`config.mk`:
```
export PLATFORM = sky130hd
export DESIGN_NAME = mar_burst
export DESIGN_NICKNAME = d
export VERILOG_FILES = /design/src/rtl/mar_burst_pkg.sv /design/src/rtl/mar_burst_counter.sv /design/src/rtl/mar_burst.sv
export SDC_FILE = /design/constraint.sdc
export NUM_CORES = 1
export LEC_CHECK = 0
export BUFFER_PORTS_ARGS = -buffer_cell sky130_fd_sc_hd__buf_4
export CELL_PAD_IN_SITES_DETAIL_PLACEMENT = 1
export CELL_PAD_IN_SITES_GLOBAL_PLACEMENT = 2
export CORE_ASPECT_RATIO = 1.5
export CORE_MARGIN = 1.5
export CORE_UTILIZATION = 30
export CTS_CLUSTER_SIZE = 40
export DETAILED_ROUTE_END_ITERATION = 12
export GPL_ROUTABILITY_DRIVEN = 0
export PLACE_DENSITY_LB_ADDON = 0.1
export SLEW_MARGIN = 20
export SYNTH_ARGS = -nofsm -noshare
export SYNTH_HDL_FRONTEND = slang
export SYNTH_HIERARCHICAL = 1
export SYNTH_SLANG_ARGS = --single-unit
```
`constraint.sdc`:
```
create_clock -name clk -period 3.5 [get_ports clk]
set_clock_uncertainty 0.05 [all_clocks]
set_input_delay 0.35 -clock clk [delete_from_list [all_inputs] [get_ports clk]]
set_output_delay 0.35 -clock clk [all_outputs]
set_load 0.05 [all_outputs]
```
`src/rtl/mar_burst_pkg.sv`:
```
// Shared widths and FSM state encoding for the burst-capable memory address register.
package mar_burst_pkg;

    localparam int unsigned OP_W_DEF    = 8;
    localparam int unsigned ADDR_W_DEF  = 8;
    localparam int unsigned BURST_W_DEF = 4;

    typedef enum logic [1:0] {
        ST_IDLE  = 2'd0,
        ST_BURST = 2'd1,
        ST_DONE  = 2'd2
    } state_t;

endpackage

```
`src/rtl/mar_burst_counter.sv`:
```
// Remaining-beat counter for a burst: loaded with the beat count, decremented per accepted beat.
module mar_burst_counter
    import mar_burst_pkg::*;
#(
    parameter int unsigned BURST_W = BURST_W_DEF
) (
    input  logic               clk,
    input  logic               rst,
    input  logic               i_load,
    input  logic [BURST_W-1:0] i_len,
    input  logic               i_dec,
    output logic [BURST_W-1:0] o_remaining,
    output logic               o_last_c
);

    logic [BURST_W-1:0] r_remaining;

    always_ff @(posedge clk) begin
        if (rst) begin
            r_remaining <= '0;
        end else if (i_load) begin
            r_remaining <= i_len;
        end else if (i_dec) begin
            r_remaining <= r_remaining - BURST_W'(1);
        end
    end

    assign o_remaining = r_remaining;
    assign o_last_c    = (r_remaining == BURST_W'(1));

endmodule

```
`src/rtl/mar_burst.sv`:
```
// Memory address register with load/increment and an autonomous valid/ready burst generator.
module mar_burst
    import mar_burst_pkg::*;
#(
    parameter int unsigned OP_W    = OP_W_DEF,
    parameter int unsigned ADDR_W  = ADDR_W_DEF,
    parameter int unsigned BURST_W = BURST_W_DEF
) (
    input  logic                   clk,
    input  logic                   rst,
    input  logic [OP_W+ADDR_W-1:0] i_bus_in,
    input  logic                   i_load,
    input  logic                   i_inc,
    input  logic                   i_burst_start,
    input  logic [BURST_W-1:0]     i_burst_len,
    input  logic                   i_mem_ready,
    output logic [ADDR_W-1:0]      o_address,
    output logic                   o_addr_valid,
    output logic                   o_busy,
    output logic                   o_done,
    output logic                   o_wrap
);

    state_t              r_state;
    state_t              w_next_state;
    logic [ADDR_W-1:0]   r_address;
    logic [ADDR_W-1:0]   w_next_address;
    logic                r_addr_valid;
    logic                r_busy;
    logic                r_done;
    logic                r_wrap;
    logic                w_next_wrap;
    logic                w_cnt_load;
    logic                w_cnt_dec;
    logic                w_cnt_last;
    logic [BURST_W-1:0]  w_cnt_remaining;
    logic [ADDR_W-1:0]   w_bus_addr;
    logic [ADDR_W-1:0]   w_addr_plus1;
    logic                w_addr_all_ones;
    logic                w_unused_op;

    assign w_bus_addr      = i_bus_in[ADDR_W-1:0];
    assign w_addr_plus1    = r_address + ADDR_W'(1);
    assign w_addr_all_ones = &r_address;
    // Opcode field belongs to the instruction decoder, not this block.
    assign w_unused_op     = ^{i_bus_in[OP_W+ADDR_W-1:ADDR_W], w_cnt_remaining};

    mar_burst_counter #(
        .BURST_W (BURST_W)
    ) u_counter (
        .clk         (clk),
        .rst         (rst),
        .i_load      (w_cnt_load),
        .i_len       (i_burst_len),
        .i_dec       (w_cnt_dec),
        .o_remaining (w_cnt_remaining),
        .o_last_c    (w_cnt_last)
    );

    // State and registered outputs.
    always_ff @(posedge clk) begin
        if (rst) begin
            r_state      <= ST_IDLE;
            r_address    <= '0;
            r_addr_valid <= 1'b0;
            r_busy       <= 1'b0;
            r_done       <= 1'b0;
            r_wrap       <= 1'b0;
        end else begin
            r_state      <= w_next_state;
            r_address    <= w_next_address;
            r_addr_valid <= (w_next_state == ST_BURST);
            r_busy       <= (w_next_state != ST_IDLE);
            r_done       <= (w_next_state == ST_DONE);
            r_wrap       <= w_next_wrap;
        end
    end

    // Next state, next address and counter controls.
    always_comb begin
        w_next_state   = r_state;
        w_next_address = r_address;
        w_next_wrap    = 1'b0;
        w_cnt_load     = 1'b0;
        w_cnt_dec      = 1'b0;
        unique case (r_state)
            ST_IDLE: begin
                if (i_load) begin
                    w_next_address = w_bus_addr;
                end else if (i_inc && !i_burst_start) begin
                    w_next_address = w_addr_plus1;
                    w_next_wrap    = w_addr_all_ones;
                end else if (i_inc && (i_burst_len == '0)) begin
                    w_next_address = w_addr_plus1;
                    w_next_wrap    = w_addr_all_ones;
                end
                if (i_burst_start && (i_burst_len != '0)) begin
                    w_next_state = ST_BURST;
                    w_cnt_load   = 1'b1;
                end
            end
            ST_BURST: begin
                if (i_mem_ready) begin
                    w_next_address = w_addr_plus1;
                    w_next_wrap    = w_addr_all_ones;
                    w_cnt_dec      = 1'b1;
                    if (w_cnt_last) begin
                        w_next_state = ST_DONE;
                    end
                end
            end
            ST_DONE: begin
                w_next_state = ST_IDLE;
            end
            default: begin
                w_next_state = ST_IDLE;
            end
        endcase
    end

    assign o_address    = r_address;
    assign o_addr_valid = r_addr_valid;
    assign o_busy       = r_busy;
    assign o_done       = r_done;
    assign o_wrap       = r_wrap;

endmodule
```
* After elaboration in Yosys (flattened, before gate mapping)
Index checks and enable logic that the tools add are counted.
Storage, ports and cells: input port bits 26, bits in registers 18
Cells by class: multiplexer cells 20, eq/ne operators 6, reductions and logical operators 12, $add $sub $neg 2
Operators by type and width (count):
- 8-bit 2-to-1 mux | 4
- 8-bit case mux with 2 select lines | 1
- 8-bit by 1-bit adder with 8-bit output (second input constant) | 1
- 1-bit 2-to-1 mux | 8
- 4-bit 2-to-1 mux | 2
- 8-bit AND reduction | 1
- 2-bit 2-to-1 mux | 3
- 2-bit nonzero test | 3
- 2-bit by 1-bit == test with 1-bit output (second input constant) | 2
- 4-bit by 1-bit == test with 1-bit output (second input constant) | 1
- 4-bit zero test | 1
- 4-bit inequality test (second input constant) | 1
- 2-bit case mux with 2 select lines | 1
- 4-bit nonzero test | 1
- 4-bit by 1-bit subtractor with 4-bit output (second input constant) | 1
- 1-bit logical AND | 3
- 3-bit AND reduction | 1
- 2-bit == test (second input constant) | 1
- 2-bit zero test | 1
- 2-bit inequality test (second input constant) | 1
- 1-bit case mux with 2 select lines | 1
- 1-bit zero test | 1

* Longest topological paths before layout
Gate-level depths: netlist of run 1.
word-level depth 6, gate-level depth with buffers 7, depth with buffers taken out 7

* Hierarchy
The synthesis of run 1 kept the hierarchy.
By module, submodules not included:
- mar_burst | area an instance 838.3 um^2, cells an instance 90, instances 1
- mar_burst_counter | area an instance 246.5 um^2, cells an instance 27, instances 1

* Worst setup path after synthesis of run 1
OpenSTA, ideal clock, no wires.
path type register -> register, start reg r_address[1] (netlist: o_address[1]), end reg r_address[4] (netlist: o_address[4]), buffers on the path 0, data required time 3.331 ns, arrival time 1.625 ns, setup time 0.119 ns, stages on the path, launching flop included 5, path slack 1.706 ns, cells stage by stage dfxtp_1 ha_1 nand4_1 mux2_2 o221a_1
Between the ends: word-level cells in the longest chain between the ends 5
Ends and longest elaborated chain:
- from (decl) | RTL line mar_burst.sv:26 | logic [ADDR_W-1:0] r_address;
- from (signal assigned) | RTL line mar_burst.sv:71 | r_address <= w_next_address;
- 8-bit by 1-bit adder with 8-bit output (*) | RTL line mar_burst.sv:43 | assign w_addr_plus1 = r_address + ADDR_W'(1);
- 8-bit 2-to-1 mux | RTL line mar_burst.sv:93 | end else if (i_inc && (i_burst_len == '0)) begin
- 8-bit 2-to-1 mux | RTL line mar_burst.sv:90 | end else if (i_inc && !i_burst_start) begin
- 8-bit 2-to-1 mux | RTL line mar_burst.sv:88 | if (i_load) begin
- 8-bit case mux with 2 select lines (*) | RTL line mar_burst.sv:86 | unique case (r_state)
Mark *: on every way between the ends. The rest lies on a longest branch, timed or not. The select of a mux whose other input is x is not followed. A chain may end at the register's enable or synchronous reset.

* Worst setup path after layout of run 1
start reg r_state[0], end reg u_counter.r_remaining[3] (netlist: u_counter/o_remaining[3])
Between the ends: word-level cells in the longest chain between the ends 3
Ends and longest elaborated chain:
- from (decl) | RTL line mar_burst.sv:24 | state_t r_state;
- from (signal assigned) | RTL line mar_burst.sv:70 | r_state <= w_next_state;
- 2-bit by 1-bit == test with 1-bit output | RTL line mar_burst.sv:86
- 1-bit 2-to-1 mux | RTL line mar_burst.sv:86
- via w_cnt_dec | RTL line mar_burst.sv:34 | logic w_cnt_dec;
- 2-bit nonzero test (no line)
- to (signal assigned) | RTL line mar_burst_counter.sv:22 | r_remaining <= i_len;
- to (signal assigned) | RTL line mar_burst_counter.sv:24 | r_remaining <= r_remaining - BURST_W'(1);
- to (decl) | RTL line mar_burst_counter.sv:16 | logic [BURST_W-1:0] r_remaining;
The timed path passes the listed nets, and every way through them passes these cells.

==> impl_results.md, run 1 <==
* Worst-margin pin slew at 842.0 ps
* Antenna Nets Post-Route at 0
* Layout cells sized above 1 at 0.3194
* CP Class: register to register
* Most frequent cells in the layout: buf_4 (29), dfxtp_1 (18), inv_1 (9), nand2_1 (9), a21oi_1 (7)
* Total track usage at 0.1646
* Sw Pwr at 191.8 uW
* Critical Path RT at 3610 ps
* Family with the most delay on the worst path: simple AND/OR/NAND/NOR gates
* Syn. warnings at 6
* Worst-path clk slew at 70 ps
* Die area at 0.003993 mm2
* Area Growth Syn to Fin at 25.37%
* Final setup violation count at 0
* Vias in the first global route at 1034
* Die H at 76.65 um
* Fin Hold WS at 319.2 ps
* Maximum VDD drop at 0.1901 mV
* Setup Total Neg Slack at 0 ps
* CP Launch Type: register
* Final max-slew violation count at 0
* Clock Sinks at 18
* Vias per cell at 5.290
* Sw frac at 0.3322
* DRT Wirelength at 2972 um
* Die extent in x at 52.10 um
* RR Startpoint: r_state[0]
* WL/cell at 15.98 um
* N_diodes at 0
* Yosys reg bits at 18
* Slowest CP cell: dfxtp_1
* First DRT Iteration DRCs at 11
* Drt first pass iters at 4
* P_leak at 0.5822 nW
* Tmin final at 1988 ps
* Instance count on the critical path at 5
* Via count at 984
* Setup crit end: u_counter/o_remaining[3]
* Largest fanout on the critical path at 9
* Post-synth EDFFs at 0
* Setup crit start: r_state[0]
* Achievable Freq at 503.1 MHz
* Min-delay worst type: input pin to register
* Post-CTS Setup Inserts at 0
* IO buf count at 29
* WP buf/inv at 0
* Final-report hold violation count at 0
* Cell Rows at 26
* Worst skew pair latency at 260 ps
* Most common cell after layout, fill and taps aside: buf_4
* Post-CTS Hold Fix Bufs at 0
* Initial antenna violation count at 0
* Syn Area/Cell at 9.272 um2
* PwrDens at 424.4 mW/mm2
* Crit-path cells: nand2b_1, nor2_1, nor4b_4, xor2_1, o21a_1
* CTS tree: yes
* Flop pwr share at 0.418
* CP Capture Type: register
* Core area at 0.003448 mm2
* Largest net degree at the start of global routing at 14
* DPL Wire Length at 2347 um
* Max Buffers Root-to-Sink at 2
* Syn_nets at 146
* Status: finished, final reports clean
* Highest cell delay on the worst timing path at 520 ps
* RSZ-0062 raised after global routing: false
* Clk network pwr share at 0.304
* Worst rel slew slack at 0.4343
* Filler instances at 431
* Gr ovfl total at 0
* Power consumption at 577.2 uW
* Int Power at 385.4 uW
* Root buf cell: clkbuf_8
* Synthesized area at 0.001085 mm2
* Initial Util at 0.3146
* Yosys cell types at 47
* Number of top-level pins at 38
* FF-to-FF setup slack at 1510 ps
* Num CTS Buffers at 3
* CTS resizes at 0
* Syn Inst Count at 117
* H-tree depth at 1
* Logic pwr share at 0.278
* Asr flop ratio synth at 0
* Sequential fraction of the synthesis area at 0.3322
* First-pass GRT wire length at 5009 um
* Worst EP arrival at 2100 ps
* FF-to-FF End: u_counter/o_remaining[3]
* Ys flop type: dfxtp_1
* Reg2Reg Depth at 5
* Nets@finish at 174
* Max-cap viol count at 0
* DRC violations left at 0
* Period utilization at 0.5679
-- how the worst min path moves through the flow --
| stage | startpoint | endpoint | slack (ps) | cells after the start |
|---|---|---|---|---|
| after floorplan | rst | u_counter/o_remaining[1] | 370 | 1 |
| after global placement | o_address[6] | o_address[6] | 440 | 2 |
| after detailed placement | o_address[7] | o_wrap | 440 | 2 |
| after CTS | i_burst_len[0] | u_counter/o_remaining[0] | 320 | 3 |
| after global routing | rst | o_address[6] | 330 | 2 |
| final | i_burst_len[0] | u_counter/o_remaining[0] | 320 | 3 |
-- final cells by class --
class                           instances  area (um2)  area share
Timing Repair Buffer                   29       217.7      0.1601
Inverter                               10       51.30     0.03772
Multi-Input combinational cell         83       623.1      0.4581
Tap cell                               42       52.55     0.03864
Clock buffer                            4       55.05     0.04048
Sequential cell                        18       360.3      0.2650
-- synthesized netlist by cell type, types with 3 or more instances --
master | instances | area share
dfxtp_1 | 18 | 0.33
a211oi_1 | 3 | 0.021
nor3_1 | 3 | 0.014
inv_1 | 9 | 0.031
ha_1 | 3 | 0.035
mux2i_1 | 5 | 0.046
nand2_1 | 9 | 0.031
a21oi_1 | 7 | 0.032
nand3_1 | 5 | 0.023
nor2_1 | 6 | 0.021
-- tightest hold or removal path: cells and delay by family --
kind          cells  cell delay [ps]
buf+inv           1              100
mux               1               70
simple gates      1               70
-- cells by family after synthesis --
group | after synthesis | synth area share
buf+inv | 16 | 0.09341
simple gates | 36 | 0.1811
fa+ha+maj | 3 | 0.03461
compound gates | 35 | 0.2780
xor+xnor | 3 | 0.02423
mux | 6 | 0.05652
flops | 18 | 0.3322
-- power by group through the flow --
stage	clock network, mW	logic, mW	registers (mW)
3_3_place_gp	0	0.159	0.245
2_1_floorplan	0	0.0808	0.277
4_1_cts	0.182	0.163	0.241
6_report	0.176	0.160	0.241
5_1_grt	0.189	0.174	0.244
3_5_place_dp	0	0.162	0.246
-- sequential cells by signal, indices dropped and copies added (netlist names) --
signal,count
u_counter/o_remaining,4
o_wrap,1
o_address,8
o_addr_valid,1
r_state,2
o_busy,1
o_done,1
-- metrics by stage --
step	instance area, um2	instances	setup slack [ps]	util
floorplan	1085	117	1706	-
global placement	1305	182	1515	0.3784
detailed placement	1305	182	1507	0.3784
CTS	1360	186	1491	0.3944
global route	1360	186	1326	0.3944
finish	1360	186	1512	0.3944
-- metal layers --
layer | routed length, um | up-vias | GRT usage
li1 | - | 484 | -
met1 | 1136 | 481 | 0.1808
met2 | 1738 | 15 | 0.3089
met3 | 65 | 4 | 0.01765
met4 | 32 | 0 | 0.05526
met5 | 0 | - | 0
Power figures use the tool's default switching activity.
==> run 2, diff against run 1 <==
- CORE_UTILIZATION: 30 -> 25
- clock period: 3.5 -> 1.7 ns (I/O delays scaled with it)
==> impl_results.md, run 2 (synthesis results as in run 1) <==
* Final-report hold violation count at 0 (unchanged)
* P_leak at 0.6474 nW (was 0.5822 nW)
* Worst-margin pin slew at 517.7 ps (was 842.0 ps)
* Filler instances at 500 (was 431)
* Status: finished, final reports clean (unchanged)
* CP Capture Type: register (unchanged)
* Layout cells sized above 1 at 0.4140 (was 0.3194)
* Num CTS Buffers at 3 (unchanged)
* DRC violations left at 0 (unchanged)
* Worst rel slew slack at 0.6537 (was 0.4343)
* Number of top-level pins at 38 (unchanged)
* Root buf cell: clkbuf_8 (unchanged)
* First DRT Iteration DRCs at 20 (was 11)
* Initial antenna violation count at 0 (unchanged)
* RR Startpoint: u_counter/o_remaining[1] (was r_state[0])
* Power consumption at 1.231 mW (was 577.2 uW)
* Die H at 83.68 um (was 76.65 um)
* Worst-path clk slew at 80 ps (was 70 ps)
* Gr ovfl total at 0 (unchanged)
* Cell Rows at 29 (was 26)
* Highest cell delay on the worst timing path at 340 ps (was 520 ps)
* Area Growth Syn to Fin at 36.33% (was 25.37%)
* PwrDens at 832.2 mW/mm2 (was 424.4 mW/mm2)
* Tmin final at 1575 ps (was 1988 ps)
* Crit-path cells: inv_1, ha_1, nor3b_1, nand3_1, nand2_1, a21oi_1, or2_1 (was nand2b_1, nor2_1, nor4b_4, xor2_1, o21a_1)
* Max Buffers Root-to-Sink at 2 (unchanged)
* N_diodes at 0 (unchanged)
* Final setup violation count at 0 (unchanged)
* Clock Sinks at 18 (unchanged)
* Hold depth at 3 (unchanged)
* CTS tree: yes (unchanged)
* Flip-flop count of the largest register after layout at 8 (unchanged)
* Die extent in x at 56.79 um (was 52.10 um)
* DPL Wire Length at 2642 um (was 2347 um)
* Die area at 0.004751 mm2 (was 0.003993 mm2)
* FF-to-FF End: o_busy (was u_counter/o_remaining[3])
* WP buf/inv at 1 (was 0)
* Core area at 0.004209 mm2 (was 0.003448 mm2)
* Core Util, Final at 0.3514 (was 0.3944)
* Vias per cell at 5.153 (was 5.290)
* Family with the most delay on the worst path: simple AND/OR/NAND/NOR gates (unchanged)
* Largest net degree at the start of global routing at 14 (unchanged)
* DRT Wirelength at 3281 um (was 2972 um)
* Period utilization at 0.9262 (was 0.5679)
* Post-layout worst setup margin at 125.5 ps (was 1512 ps)
* Critical Path RT at 1790 ps (was 3610 ps)
* Placed insts at 199 (was 182)
* Reg2Reg Depth at 7 (was 5)
* Initial Util at 0.2577 (was 0.3146)
* H-tree depth at 1 (unchanged)
* Antenna Nets Post-Route at 0 (unchanged)
* Nets@finish at 187 (was 174)
* RSZ-0062 raised after global routing: false (unchanged)
* Setup crit end: o_busy (was u_counter/o_remaining[3])
* Final max-slew violation count at 0 (unchanged)
* Most common cell after layout, fill and taps aside: buf_4 (unchanged)
* CP Launch Type: register (unchanged)
* First-pass GRT wire length at 5499 um (was 5009 um)
* CP Class: register to register (unchanged)
* Worst skew pair latency at 260 ps (about the same)
* Largest fanout on the critical path at 3 (was 9)
* Via count at 1046 (was 984)
* Setup crit start: u_counter/o_remaining[1] (was r_state[0])
* IO buf count at 29 (unchanged)
* Vias in the first global route at 1154 (was 1034)
* Setup Total Neg Slack at 0 ps (unchanged)
* Achievable Freq at 635.1 MHz (was 503.1 MHz)
* DP Worst Slack at 13.68 ps (was 1507 ps)
* FF-to-FF setup slack at 130 ps (was 1510 ps)
* Worst EP arrival at 1670 ps (was 2100 ps)
* Drt first pass iters at 3 (was 4)
* Most frequent cells in the layout: buf_4 (42), dfxtp_1 (13), inv_1 (9), nand2_1 (9), a21oi_1 (7) (was buf_4 (29), dfxtp_1 (18), inv_1 (9), nand2_1 (9), a21oi_1 (7))
* Total track usage at 0.1464 (was 0.1646)
* Non-Filler Instances at 203 (was 186)
* Max-cap viol count at 0 (unchanged)
* Maximum VDD drop at 0.3116 mV (was 0.1901 mV)
* Min-delay worst type: input pin to register (unchanged)
* WL/cell at 16.16 um (was 15.98 um)
* Slowest CP cell: dfxtp_1 (unchanged)
* Instance count on the critical path at 7 (was 5)
[run 2: area by class of cell]
type / count / area (um2) / share of cell area
inverter: 10 / 51.30 / 0.03469
sequential: 18 / 366.6 / 0.2479
tap: 46 / 57.56 / 0.03892
timing repair buffer: 42 / 315.3 / 0.2132
multi-input combinational: 83 / 633.1 / 0.4281
clock buffer: 4 / 55.05 / 0.03723
[run 2: power breakdown]
group	switching [mW]	internal, mW	total (mW)
Combinational	0.221	0.157	0.378
Sequential	0.0340	0.459	0.493
Clock	0.155	0.206	0.360
[run 2: worst min path at each step]
stage | from | endpoint | slack [ps]
5_1_grt | rst | o_address[0] | 140
3_3_place_gp | i_burst_len[0] | u_counter/o_remaining[0] | 400
4_1_cts | rst | o_address[0] | 140
3_5_place_dp | i_burst_len[0] | u_counter/o_remaining[0] | 410
6_report | i_burst_len[0] | u_counter/o_remaining[0] | 140
2_1_floorplan | rst | u_counter/o_remaining[1] | 190
[run 2: per-stage QoR]
stage | hold slack [ps] | area [um2]
floorplan | 189.1 | 1091
global placement | 399.5 | 1414
detailed placement | 412.6 | 1414
CTS | 136.2 | 1469
global route | 139.8 | 1479
finish | 138.9 | 1479
[run 2: repair_timing]
| action | CTS | global route |
|---|---|---|
| gates resized for setup | 0 | 2 |
| setup buffers | 0 | 0 |
| hold buffers | 0 | 0 |
| setup endpoints to repair | 0 | 2 |
[run 2: worst reg2reg max path, delay by kind of cell (launching register included)]
family | cells | cell delay (ps)
buffers and inverters | 1 | 100
and+or+nand+nor | 4 | 770
adders and majority gates | 1 | 140
AOI/OAI and AO/OA | 1 | 60
DFF | 1 | 340
[run 2: routing by layer]
layer	share of wire	vias up	track usage
met1	0.39	516	0.1594
li1	-	511	-
met3	0.030	2	0.02171
met5	0	-	0
met2	0.57	17	0.2844
met4	0.0073	0	0.03805
==> run 3, diff against run 2 <==
- RECOVER_POWER: not set -> 25
==> impl_results.md, run 3 (synthesis results as in run 1) <==
* DRT Wirelength at 3294 um (was 3281 um)
* Post-layout worst setup margin at 127.9 ps (was 125.5 ps)
* H-tree depth at 1 (unchanged)
* Core area at 0.004209 mm2 (unchanged)
* Layout cells sized above 1 at 0.3694 (was 0.4140)
* N_diodes at 0 (unchanged)
* WL/cell at 16.23 um (was 16.16 um)
* Final max-slew violation count at 0 (unchanged)
* Power consumption at 1.220 mW (was 1.231 mW)
* CP Launch Type: register (unchanged)
* Tmin final at 1572 ps (was 1575 ps)
* Gr ovfl total at 0 (unchanged)
* Largest net degree at the start of global routing at 14 (unchanged)
* Min-delay worst type: input pin to register (unchanged)
* Max-cap viol count at 0 (unchanged)
* Seq. cell area at 366.6 um2 (unchanged)
* Die area at 0.004751 mm2 (unchanged)
* Maximum VDD drop at 0.3115 mV (was 0.3116 mV)
* Most frequent cells in the layout: buf_4 (35), dfxtp_1 (13), inv_1 (9), nand2_1 (9) (was buf_4 (42), dfxtp_1 (13), inv_1 (9), nand2_1 (9), a21oi_1 (7))
* First DRT Iteration DRCs at 20 (unchanged)
* FF-to-FF End: o_busy (unchanged)
* Initial Util at 0.2577 (unchanged)
* Slowest CP cell: dfxtp_1 (unchanged)
* HP Start: i_burst_len[0] (unchanged)
* Vias in the first global route at 1154 (unchanged)
* Status: finished, final reports clean (unchanged)
* Worst skew pair latency at 260 ps (about the same)
* Nets@finish at 187 (unchanged)
* Via count at 1046 (unchanged)
* Hold EP: u_counter/o_remaining[0] (unchanged)
* First-pass GRT wire length at 5499 um (unchanged)
* Post-CTS Hold Fix Bufs at 0 (unchanged)
* Filler instances at 503 (was 500)
* CP Class: register to register (unchanged)
* Highest cell delay on the worst timing path at 340 ps (about the same)
* Final setup violation count at 0 (unchanged)
* Final-report hold violation count at 0 (unchanged)
* Worst EP arrival at 1670 ps (about the same)
* Die extent in x at 56.79 um (unchanged)
* Achievable Freq at 636.1 MHz (was 635.1 MHz)
* Antenna Nets Post-Route at 0 (unchanged)
* Total track usage at 0.1464 (unchanged)
* DPL Wire Length at 2642 um (unchanged)
* Cell Rows at 29 (unchanged)
* Most common cell after layout, fill and taps aside: buf_4 (unchanged)
* Largest fanout on the critical path at 3 (unchanged)
* Root buf cell: clkbuf_8 (unchanged)
* Worst-margin pin slew at 606.1 ps (was 517.7 ps)
* Worst-path clk slew at 80 ps (about the same)
* PwrDens at 839.8 mW/mm2 (was 832.2 mW/mm2)
* DP Worst Slack at 13.68 ps (unchanged)
* Worst rel slew slack at 0.5976 (was 0.6537)
* CP Capture Type: register (unchanged)
* Critical Path RT at 1790 ps (about the same)
* Crit-path cells: inv_1, ha_1, nor3b_1, nand3_1, nand2_1, a21oi_1, or2_1 (unchanged)
* Max Buffers Root-to-Sink at 2 (unchanged)
* DRC violations left at 0 (unchanged)
* Multi-input gate area at 633.1 um2 (unchanged)
* CTS tree: yes (unchanged)
* Initial antenna violation count at 0 (unchanged)
* RR Startpoint: u_counter/o_remaining[1] (unchanged)
* RSZ-0062 raised after global routing: false (unchanged)
* WP buf/inv at 1 (unchanged)
* Core Util, Final at 0.3451 (was 0.3514)
* Number of top-level pins at 38 (unchanged)
* Die H at 83.68 um (unchanged)
* Reg2Reg Depth at 7 (unchanged)
* IO buf count at 29 (unchanged)
* Setup Total Neg Slack at 0 ps (unchanged)
* CTS resizes at 0 (unchanged)
* Num CTS Buffers at 3 (unchanged)
* Hold depth at 3 (unchanged)
* Vias per cell at 5.153 (unchanged)
* Flip-flop count of the largest register after layout at 8 (unchanged)
* FF-to-FF setup slack at 130 ps (about the same)
* Non-Filler Instances at 203 (unchanged)
* Area Growth Syn to Fin at 33.91% (was 36.33%)
* Placed insts at 199 (unchanged)
* Post-CTS Setup Inserts at 0 (unchanged)
* Clock Sinks at 18 (unchanged)
* Period utilization at 0.9248 (was 0.9262)
* P_leak at 0.6190 nW (was 0.6474 nW)
* Drt first pass iters at 3 (unchanged)
* Family with the most delay on the worst path: simple AND/OR/NAND/NOR gates (unchanged)
[run 3: power breakdown]
part / switching, mW / leakage, nW / internal (mW)
clock: 0.155 / 0.0288 / 0.206
sequential: 0.0338 / 0.150 / 0.459
combinational: 0.221 / 0.440 / 0.146
[run 3: area by class of cell]
type / instances / share of cell area
sequential: 18 / 0.2524
inverter: 10 / 0.03531
tap: 46 / 0.03962
clock buffer: 4 / 0.03790
multi-input combinational: 83 / 0.4358
timing repair buffer: 42 / 0.1990
[run 3: stage by stage]
stage | area, um2 | hold slack, ps
finish | 1453 | 138.9
global route | 1453 | 139.8
CTS | 1469 | 136.2
detailed placement | 1414 | 412.6
global placement | 1414 | 399.5
floorplan | 1091 | 189.1
[run 3: routing by layer]
metal  wire, um  share of wire  vias up  global-route usage
met5          0              0        -                   0
met4         24         0.0073        0             0.03805
met3        103          0.031        2             0.02171
met2       1863           0.57       17              0.2844
met1       1303           0.40      516              0.1594
li1           -              -      511                   -
[run 3: worst register-to-register path, cell delays in order, from the launching register on]
cell and delay (ps):
dfxtp_1 340, inv_1 100, ha_1 140, nor3b_1 330
nand3_1 120, nand2_1 100, a21oi_1 60, or2_1 220
[run 3: worst max path at each step]
stage | startpoint | endpoint | slack (ps) | depth (start not counted)
2_1_floorplan | o_address[4] | o_address[7] | 30 | 4
3_3_place_gp | i_burst_len[1] | o_address[2] | 80 | 5
3_5_place_dp | i_burst_len[1] | o_address[5] | 10 | 5
4_1_cts | u_counter/o_remaining[1] | o_busy | 100 | 7
5_1_grt | u_counter/o_remaining[1] | o_busy | 30 | 7
6_report | u_counter/o_remaining[1] | o_busy | 130 | 7
